==> src/rtl/fetch_if.sv <==
// rtl/fetch_if.sv - fetch unit bus bundle: PC, memory and decode sides (O_STALL_COUNT under CR16_FETCH_STALL_COUNT_EN)
interface fetch_if #(
   parameter int P_ADDRESS_WIDTH = 16,
   parameter int P_DATA_WIDTH    = 16
);
   logic [P_ADDRESS_WIDTH-1:0] I_PC_ADDRESS;
   logic                       O_PC_ENABLE;
   logic [P_ADDRESS_WIDTH-1:0] O_PC_ADDRESS;
   logic                       O_PC_ADDRESS_SELECT;
   logic                       O_PC_ADDRESS_SELECT_DISPLACE;
   logic [P_ADDRESS_WIDTH-1:0] O_MEM_ADDRESS;
   logic                       O_MEM_READ;
   logic [P_DATA_WIDTH-1:0]    I_MEM_DATA;
   logic [P_DATA_WIDTH-1:0]    O_INSTR;
   logic                       O_INSTR_VALID;
   logic                       I_INSTR_READY;
   logic                       I_REDIRECT;
   logic [P_ADDRESS_WIDTH-1:0] I_REDIRECT_ADDRESS;
   logic                       I_REDIRECT_DISPLACE;
`ifdef CR16_FETCH_STALL_COUNT_EN
   logic [15:0]                O_STALL_COUNT;
`endif

   modport master (
      input  I_PC_ADDRESS, I_MEM_DATA, I_INSTR_READY, I_REDIRECT,
             I_REDIRECT_ADDRESS, I_REDIRECT_DISPLACE,
`ifdef CR16_FETCH_STALL_COUNT_EN
      output O_STALL_COUNT,
`endif
      output O_PC_ENABLE, O_PC_ADDRESS, O_PC_ADDRESS_SELECT,
             O_PC_ADDRESS_SELECT_DISPLACE, O_MEM_ADDRESS, O_MEM_READ,
             O_INSTR, O_INSTR_VALID
   );

   modport slave (
      output I_PC_ADDRESS, I_MEM_DATA, I_INSTR_READY, I_REDIRECT,
             I_REDIRECT_ADDRESS, I_REDIRECT_DISPLACE,
`ifdef CR16_FETCH_STALL_COUNT_EN
      input  O_STALL_COUNT,
`endif
      input  O_PC_ENABLE, O_PC_ADDRESS, O_PC_ADDRESS_SELECT,
             O_PC_ADDRESS_SELECT_DISPLACE, O_MEM_ADDRESS, O_MEM_READ,
             O_INSTR, O_INSTR_VALID
   );
endinterface

==> src/rtl/fetch.sv <==
// rtl/fetch.sv - instruction fetch FSM: issue, capture, hold for decode, advance or redirect PC
// Optional stall counter output enabled by defining CR16_FETCH_STALL_COUNT_EN.
module fetch #(
   parameter int P_ADDRESS_WIDTH = 16,
   parameter int P_DATA_WIDTH    = 16
) (
   input  logic    I_CLK,
   input  logic    I_NRESET,
   fetch_if.master bus
);
   typedef enum logic [2:0] {
      S_IDLE, S_ISSUE, S_CAPTURE, S_HOLD, S_ADVANCE, S_REDIRECT
   } state_t;

   state_t                     state_q, state_d;
   logic [P_ADDRESS_WIDTH-1:0] redir_addr_q;
   logic                       redir_disp_q;
   logic [P_DATA_WIDTH-1:0]    instr_q;
   logic                       instr_valid_q;
   logic                       take_redirect;

   always_ff @(posedge I_CLK or negedge I_NRESET) begin
      if (!I_NRESET) begin
         state_q       <= S_IDLE;
         redir_addr_q  <= '0;
         redir_disp_q  <= 1'b0;
         instr_q       <= '0;
         instr_valid_q <= 1'b0;
      end else begin
         state_q       <= state_d;
         instr_valid_q <= (state_d == S_HOLD);
         if (take_redirect) begin
            redir_addr_q <= bus.I_REDIRECT_ADDRESS;
            redir_disp_q <= bus.I_REDIRECT_DISPLACE;
         end
         // Data is captured only on the way to HOLD so a redirect drops it.
         if (state_q == S_CAPTURE && state_d == S_HOLD)
            instr_q <= bus.I_MEM_DATA;
      end
   end

   always_comb begin
      state_d                          = state_q;
      take_redirect                    = 1'b0;
      bus.O_MEM_READ                   = 1'b0;
      bus.O_MEM_ADDRESS                = '0;
      bus.O_PC_ENABLE                  = 1'b0;
      bus.O_PC_ADDRESS_SELECT          = 1'b0;
      bus.O_PC_ADDRESS                 = '0;
      bus.O_PC_ADDRESS_SELECT_DISPLACE = 1'b0;
      bus.O_INSTR                      = instr_q;
      bus.O_INSTR_VALID                = instr_valid_q;
      case (state_q)
         S_IDLE: state_d = S_ISSUE;
         S_ISSUE: begin
            bus.O_MEM_READ    = 1'b1;
            bus.O_MEM_ADDRESS = bus.I_PC_ADDRESS;
            take_redirect     = bus.I_REDIRECT;
            state_d           = bus.I_REDIRECT ? S_REDIRECT : S_CAPTURE;
         end
         S_CAPTURE: begin
            take_redirect = bus.I_REDIRECT;
            state_d       = bus.I_REDIRECT ? S_REDIRECT : S_HOLD;
         end
         S_HOLD: begin
            take_redirect = bus.I_REDIRECT;
            // Redirect wins over a same-cycle accept.
            if (bus.I_REDIRECT)
               state_d = S_REDIRECT;
            else if (bus.I_INSTR_READY)
               state_d = S_ADVANCE;
         end
         S_ADVANCE: begin
            bus.O_PC_ENABLE = 1'b1;
            state_d         = S_ISSUE;
         end
         S_REDIRECT: begin
            bus.O_PC_ENABLE                  = 1'b1;
            bus.O_PC_ADDRESS_SELECT          = 1'b1;
            bus.O_PC_ADDRESS                 = redir_addr_q;
            bus.O_PC_ADDRESS_SELECT_DISPLACE = redir_disp_q;
            state_d                          = S_ISSUE;
         end
         default: state_d = S_IDLE;
      endcase
   end

`ifdef CR16_FETCH_STALL_COUNT_EN
   logic [15:0] stall_count_q;

   always_ff @(posedge I_CLK or negedge I_NRESET) begin
      if (!I_NRESET)
         stall_count_q <= '0;
      else if (instr_valid_q && !bus.I_INSTR_READY && stall_count_q != 16'hFFFF)
         stall_count_q <= stall_count_q + 16'd1;
   end

   assign bus.O_STALL_COUNT = stall_count_q;
`endif
endmodule

==> src/flat_wrapper.sv <==
// flat-port wrapper written by rule: the top's interface ports become plain ports
module fetch_flat 
#(
   parameter int P_ADDRESS_WIDTH = 16,
   parameter int P_DATA_WIDTH    = 16
)
  (I_CLK, I_NRESET, bus_I_PC_ADDRESS, bus_I_MEM_DATA, bus_I_INSTR_READY, bus_I_REDIRECT, bus_I_REDIRECT_ADDRESS, bus_I_REDIRECT_DISPLACE, bus_O_PC_ENABLE, bus_O_PC_ADDRESS, bus_O_PC_ADDRESS_SELECT, bus_O_PC_ADDRESS_SELECT_DISPLACE, bus_O_MEM_ADDRESS, bus_O_MEM_READ, bus_O_INSTR, bus_O_INSTR_VALID);
  fetch_if #(.P_ADDRESS_WIDTH(P_ADDRESS_WIDTH), .P_DATA_WIDTH(P_DATA_WIDTH)) bus_i ();
  input  logic I_CLK;
  input  logic I_NRESET;
  input wire logic [$bits(bus_i.I_PC_ADDRESS)-1:0] bus_I_PC_ADDRESS;
  input wire logic [$bits(bus_i.I_MEM_DATA)-1:0] bus_I_MEM_DATA;
  input wire logic [$bits(bus_i.I_INSTR_READY)-1:0] bus_I_INSTR_READY;
  input wire logic [$bits(bus_i.I_REDIRECT)-1:0] bus_I_REDIRECT;
  input wire logic [$bits(bus_i.I_REDIRECT_ADDRESS)-1:0] bus_I_REDIRECT_ADDRESS;
  input wire logic [$bits(bus_i.I_REDIRECT_DISPLACE)-1:0] bus_I_REDIRECT_DISPLACE;
  output wire logic [$bits(bus_i.O_PC_ENABLE)-1:0] bus_O_PC_ENABLE;
  output wire logic [$bits(bus_i.O_PC_ADDRESS)-1:0] bus_O_PC_ADDRESS;
  output wire logic [$bits(bus_i.O_PC_ADDRESS_SELECT)-1:0] bus_O_PC_ADDRESS_SELECT;
  output wire logic [$bits(bus_i.O_PC_ADDRESS_SELECT_DISPLACE)-1:0] bus_O_PC_ADDRESS_SELECT_DISPLACE;
  output wire logic [$bits(bus_i.O_MEM_ADDRESS)-1:0] bus_O_MEM_ADDRESS;
  output wire logic [$bits(bus_i.O_MEM_READ)-1:0] bus_O_MEM_READ;
  output wire logic [$bits(bus_i.O_INSTR)-1:0] bus_O_INSTR;
  output wire logic [$bits(bus_i.O_INSTR_VALID)-1:0] bus_O_INSTR_VALID;
  assign bus_i.I_PC_ADDRESS = bus_I_PC_ADDRESS;
  assign bus_i.I_MEM_DATA = bus_I_MEM_DATA;
  assign bus_i.I_INSTR_READY = bus_I_INSTR_READY;
  assign bus_i.I_REDIRECT = bus_I_REDIRECT;
  assign bus_i.I_REDIRECT_ADDRESS = bus_I_REDIRECT_ADDRESS;
  assign bus_i.I_REDIRECT_DISPLACE = bus_I_REDIRECT_DISPLACE;
  assign bus_O_PC_ENABLE = bus_i.O_PC_ENABLE;
  assign bus_O_PC_ADDRESS = bus_i.O_PC_ADDRESS;
  assign bus_O_PC_ADDRESS_SELECT = bus_i.O_PC_ADDRESS_SELECT;
  assign bus_O_PC_ADDRESS_SELECT_DISPLACE = bus_i.O_PC_ADDRESS_SELECT_DISPLACE;
  assign bus_O_MEM_ADDRESS = bus_i.O_MEM_ADDRESS;
  assign bus_O_MEM_READ = bus_i.O_MEM_READ;
  assign bus_O_INSTR = bus_i.O_INSTR;
  assign bus_O_INSTR_VALID = bus_i.O_INSTR_VALID;
  fetch #(.P_ADDRESS_WIDTH(P_ADDRESS_WIDTH), .P_DATA_WIDTH(P_DATA_WIDTH)) u_core (.I_CLK(I_CLK), .I_NRESET(I_NRESET), .bus(bus_i));
endmodule
==> config.mk <==
export PLATFORM = sky130hd
export DESIGN_NAME = fetch_flat
export DESIGN_NICKNAME = d
export VERILOG_FILES = /design/src/rtl/fetch_if.sv /design/src/rtl/fetch.sv /design/src/flat_wrapper.sv
export SDC_FILE = /design/constraint.sdc
export NUM_CORES = 1
export LEC_CHECK = 0
export CAP_MARGIN = 15
export CORE_MARGIN = 2
export CORE_UTILIZATION = 37
export CTS_CLUSTER_DIAMETER = 150
export DETAILED_ROUTE_END_ITERATION = 6
export PLACE_DENSITY_LB_ADDON = 0.05
export SETUP_SLACK_MARGIN = 0.3
export SYNTH_ARGS = -nofsm -noshare
export SYNTH_HDL_FRONTEND = slang
export SYNTH_SLANG_ARGS = --single-unit
==> constraint.sdc <==
create_clock -name I_CLK -period 1.8 [get_ports I_CLK]
set_input_delay 0.36 -clock I_CLK [delete_from_list [all_inputs] [get_ports I_CLK]]
set_output_delay 0.36 -clock I_CLK [all_outputs]
set_load 0.01 [all_outputs]
==> metrics.txt, run 1 <==
status finished with violations; failing checks setup timing; max-cap viol count 0; Num CTS Buffers 5; WL/cell 16.80 µm; Layout Cells excl Fill 312; vias approximately 1,500; sw power ~0.0017 W; clk slew on worst S/H paths about 0.080 ns; crit-path max cell delay between 0.4 and 0.5 ns; die area roughly 0.0052 mm²; cell count after synthesis 127; combinational share of power about three fifths; #FFs+latches synth 37; Slowest-stage cell, CP dfrtp_2; Yosys cell types 19; Synth Cell Area between 0.0015 and 0.002 mm²; first-iteration detailed-routing DRC count between 40 and 50; Critical Path, Cell by Cell nor3b_4 -> buf_4 -> buf_6 -> buf_6 -> and2_4 -> buf_6; slew margin rel. about 47%; largest net degree at the start of global routing 38; initial antenna violation count 0; min-delay worst type in2async; R2R cell count 8; CP endpoint bus_O_MEM_ADDRESS[14]; Placed Cells incl. Taps 284; yosys warns 0; Residual DRC 0; XOR/XNOR Fraction of Synth Area 0%; actual slew at the worst max-slew pin 0.7905 ns; sequential share of the synthesized area 53.55%; Adder-Cell Fraction of Synth Area 0%; final core occ about 77%; worst endpoint required time between 1 and 1.5 ns; Fin. Hold Viols 0; Int Pwr about 0.0037 W; Synth area leader dfrtp_1; Ports between 100 and 150; Final WS setup -0.06914 ns; CTS sink count 37; Die Y slightly above 70 µm; final slew viol count 0; Detailed Place HPWL ~3.3 mm; final hold slack about 0.15 ns; routability-driven placement congestion ratio 0.7049; worst skew pair latency ~0.29 ns; global-route wire length before repair 7.403 mm; Final period util 103.8%; root buffer cell clkbuf_8; pwr dens around 1600 mW/mm²; vias in the first global route ~1,400; CTS HTree Levels 2; Post-Synth Simple-Gate Area between 15 and 20%; CP endpoint kind output port; min Tclk post-route about 1.9 ns; FP Rows 24; post-synthesis compound-gate area fraction roughly 1.9%; Starting Density slightly below 40%; RSZ-0062 raised after global routing true; nets 312; largest family of logic cells by synthesized area multiplexers; R2R Path Start u_core.state_q[2]$_DFF_PN0_; critical path class reg2out; Crit Path Max Fanout 5; via/cell ratio between 4 and 5; maximum root-to-sink buffer count 2; mean post-synth cell area 13.62 µm²; remaining antenna violation count 0; Die W just over 70 µm; ANT cells 0; Synth area leaders dfrtp_1 (54%), mux2_2 (15%), and2_1 (12%), mux2_4 (8.7%), buf_6 (2.0%); nature of the critical path startpoint flop; crit path launch u_core.state_q[2]$_DFF_PN0_; switch share 31.39%; Total GRT Usage a little under a fifth; RR Endpoint u_core.redir_addr_q[15]$_DFFE_PN0P_; Leakage around 1.6 nW; clock network power share around a tenth; Port Buf Inserts 105; Mapped Nets between 150 and 200; CP top delay family flip-flops; arrival time worst endpoint between 1.5 and 2 ns; CTS tree done; fmax 535.0 MHz; CP Depth 6; CP Buf/Inv Count 4; total negative setup slack -0.7228 ns; total power ~0.0054 W; DRT Wirelength 5.241 mm; Reg power frac ~28%; Core ar. ~0.0044 mm²; 1st-pass router iterations 4; post-route clock skew around 0.014 ns; share of layout cells above drive strength 1 52.69%; Worst VDD drop 921.8 µV; area share of the largest cell type after synthesis a little over half; area delta synth->final 97.47%; mux share of post-synthesis cell area 23.66%; Crit path top cell by count buf_6; reg2reg setup slack about 0.03 ns; grt ovf 0; Setup Viol. Count Final 17
[kinds of logic (layout without fill, tap and decap cells)]
group	after synthesis	count (layout)
AOI/OAI and AO/OA	5	5
buffers and inverters	7	140
DFF	37	37
muxes	33	33
and+or+nand+nor	45	45
[cells in the mapped netlist, drive strengths merged]
cell type	number
dfrtp	37
and2	33
mux2	33
buf	5
nor2	3
nor3b	3
a21oi	2
clkbuf	2
nand2	2
nor2b	2
nand3	1
nor4b	1
o211a	1
o21ai	1
o21bai	1
[power by group through the flow]
stage	logic [W]	registers (W)	clock network [W]
floorplan	0.00115	0.00148	0
global placement	0.00237	0.00144	0
detailed placement	0.00243	0.00146	0
CTS	0.00288	0.00146	0.000580
global route	0.00351	0.00154	0.000629
finish	0.00334	0.00149	0.000564
[through the flow]
| step | instance area, µm² | setup slack (ns) |
|---|---|---|
| finish | 3415 | -0.06914 |
| global route | 3415 | -0.1199 |
| detailed placement | 2877 | -0.1306 |
| CTS | 3137 | -0.06526 |
| global placement | 2877 | -0.09085 |
| floorplan | 1737 | 0.2312 |
[worst min-delay path by stage]
stage                     startpoint  cells past startpoint  slack (ns)                                 end
after floorplan             I_NRESET                      0        0.06   u_core.bus.O_INSTR[0]$_DFFE_PN0P_
after global placement      I_NRESET                      1        0.48  u_core.bus.O_INSTR[13]$_DFFE_PN0P_
after detailed placement    I_NRESET                      1        0.49  u_core.bus.O_INSTR[13]$_DFFE_PN0P_
after CTS                   I_NRESET                      1        0.17  u_core.bus.O_INSTR[10]$_DFFE_PN0P_
after global routing        I_NRESET                      1        0.21  u_core.redir_addr_q[9]$_DFFE_PN0P_
final                       I_NRESET                      1        0.15  u_core.bus.O_INSTR[10]$_DFFE_PN0P_
[cell type report]
class,instances,area (µm²)
timing repair buffer,132,1414
multi-input combinational,83,919.6
clock buffer,6,72.57
clock inverter,2,15.01
fill,280,999.7
tap,52,65.06
sequential,37,928.4
[layout by cell type (no fill, tap or decap), types with 5 or more instances in the layout]
| cell | instances |
|---|---|
| and2_1 | 7 |
| and2_4 | 26 |
| buf_12 | 5 |
| buf_2 | 9 |
| buf_4 | 7 |
| buf_6 | 38 |
| clkbuf_8 | 5 |
| clkdlybuf4s50_1 | 50 |
| dfrtp_1 | 35 |
| dlygate4sd2_1 | 18 |
| mux2_4 | 33 |
[sequential cells by signal, indices dropped and copies added, names as in the netlist]
register	cells
u_core.bus.O_INSTR	16
u_core.redir_addr_q	16
u_core.state_q	3
u_core.bus.O_INSTR_VALID	1
u_core.redir_disp_q	1
[per-layer routing]
layer / GRT usage [%] / share of wire, % / up-vias
met4: 3.145 / 0.52 / 0
met1: 23.98 / 39 / 708
li1: - / - / 688
met5: 0 / 0 / -
met3: 4.167 / 5.0 / 4
met2: 31.40 / 55 / 51
[what timing repair did]
item | in CTS | in global routing
gates cloned | 3 | 5
hold buffers | 0 | 0
setup buffers | 8 | 4
pin swaps | 4 | 23
resized for setup | 213 | 45
setup endpoints to repair | 86 | 69
No activity file was read; power rests on OpenSTA's default activity.
==> run 2: changes to the inputs <==
CAP_MARGIN = 40   (was 15)
==> results of run 2 <==
No change in the layout: final DEF, timing and power equal those of run 1.
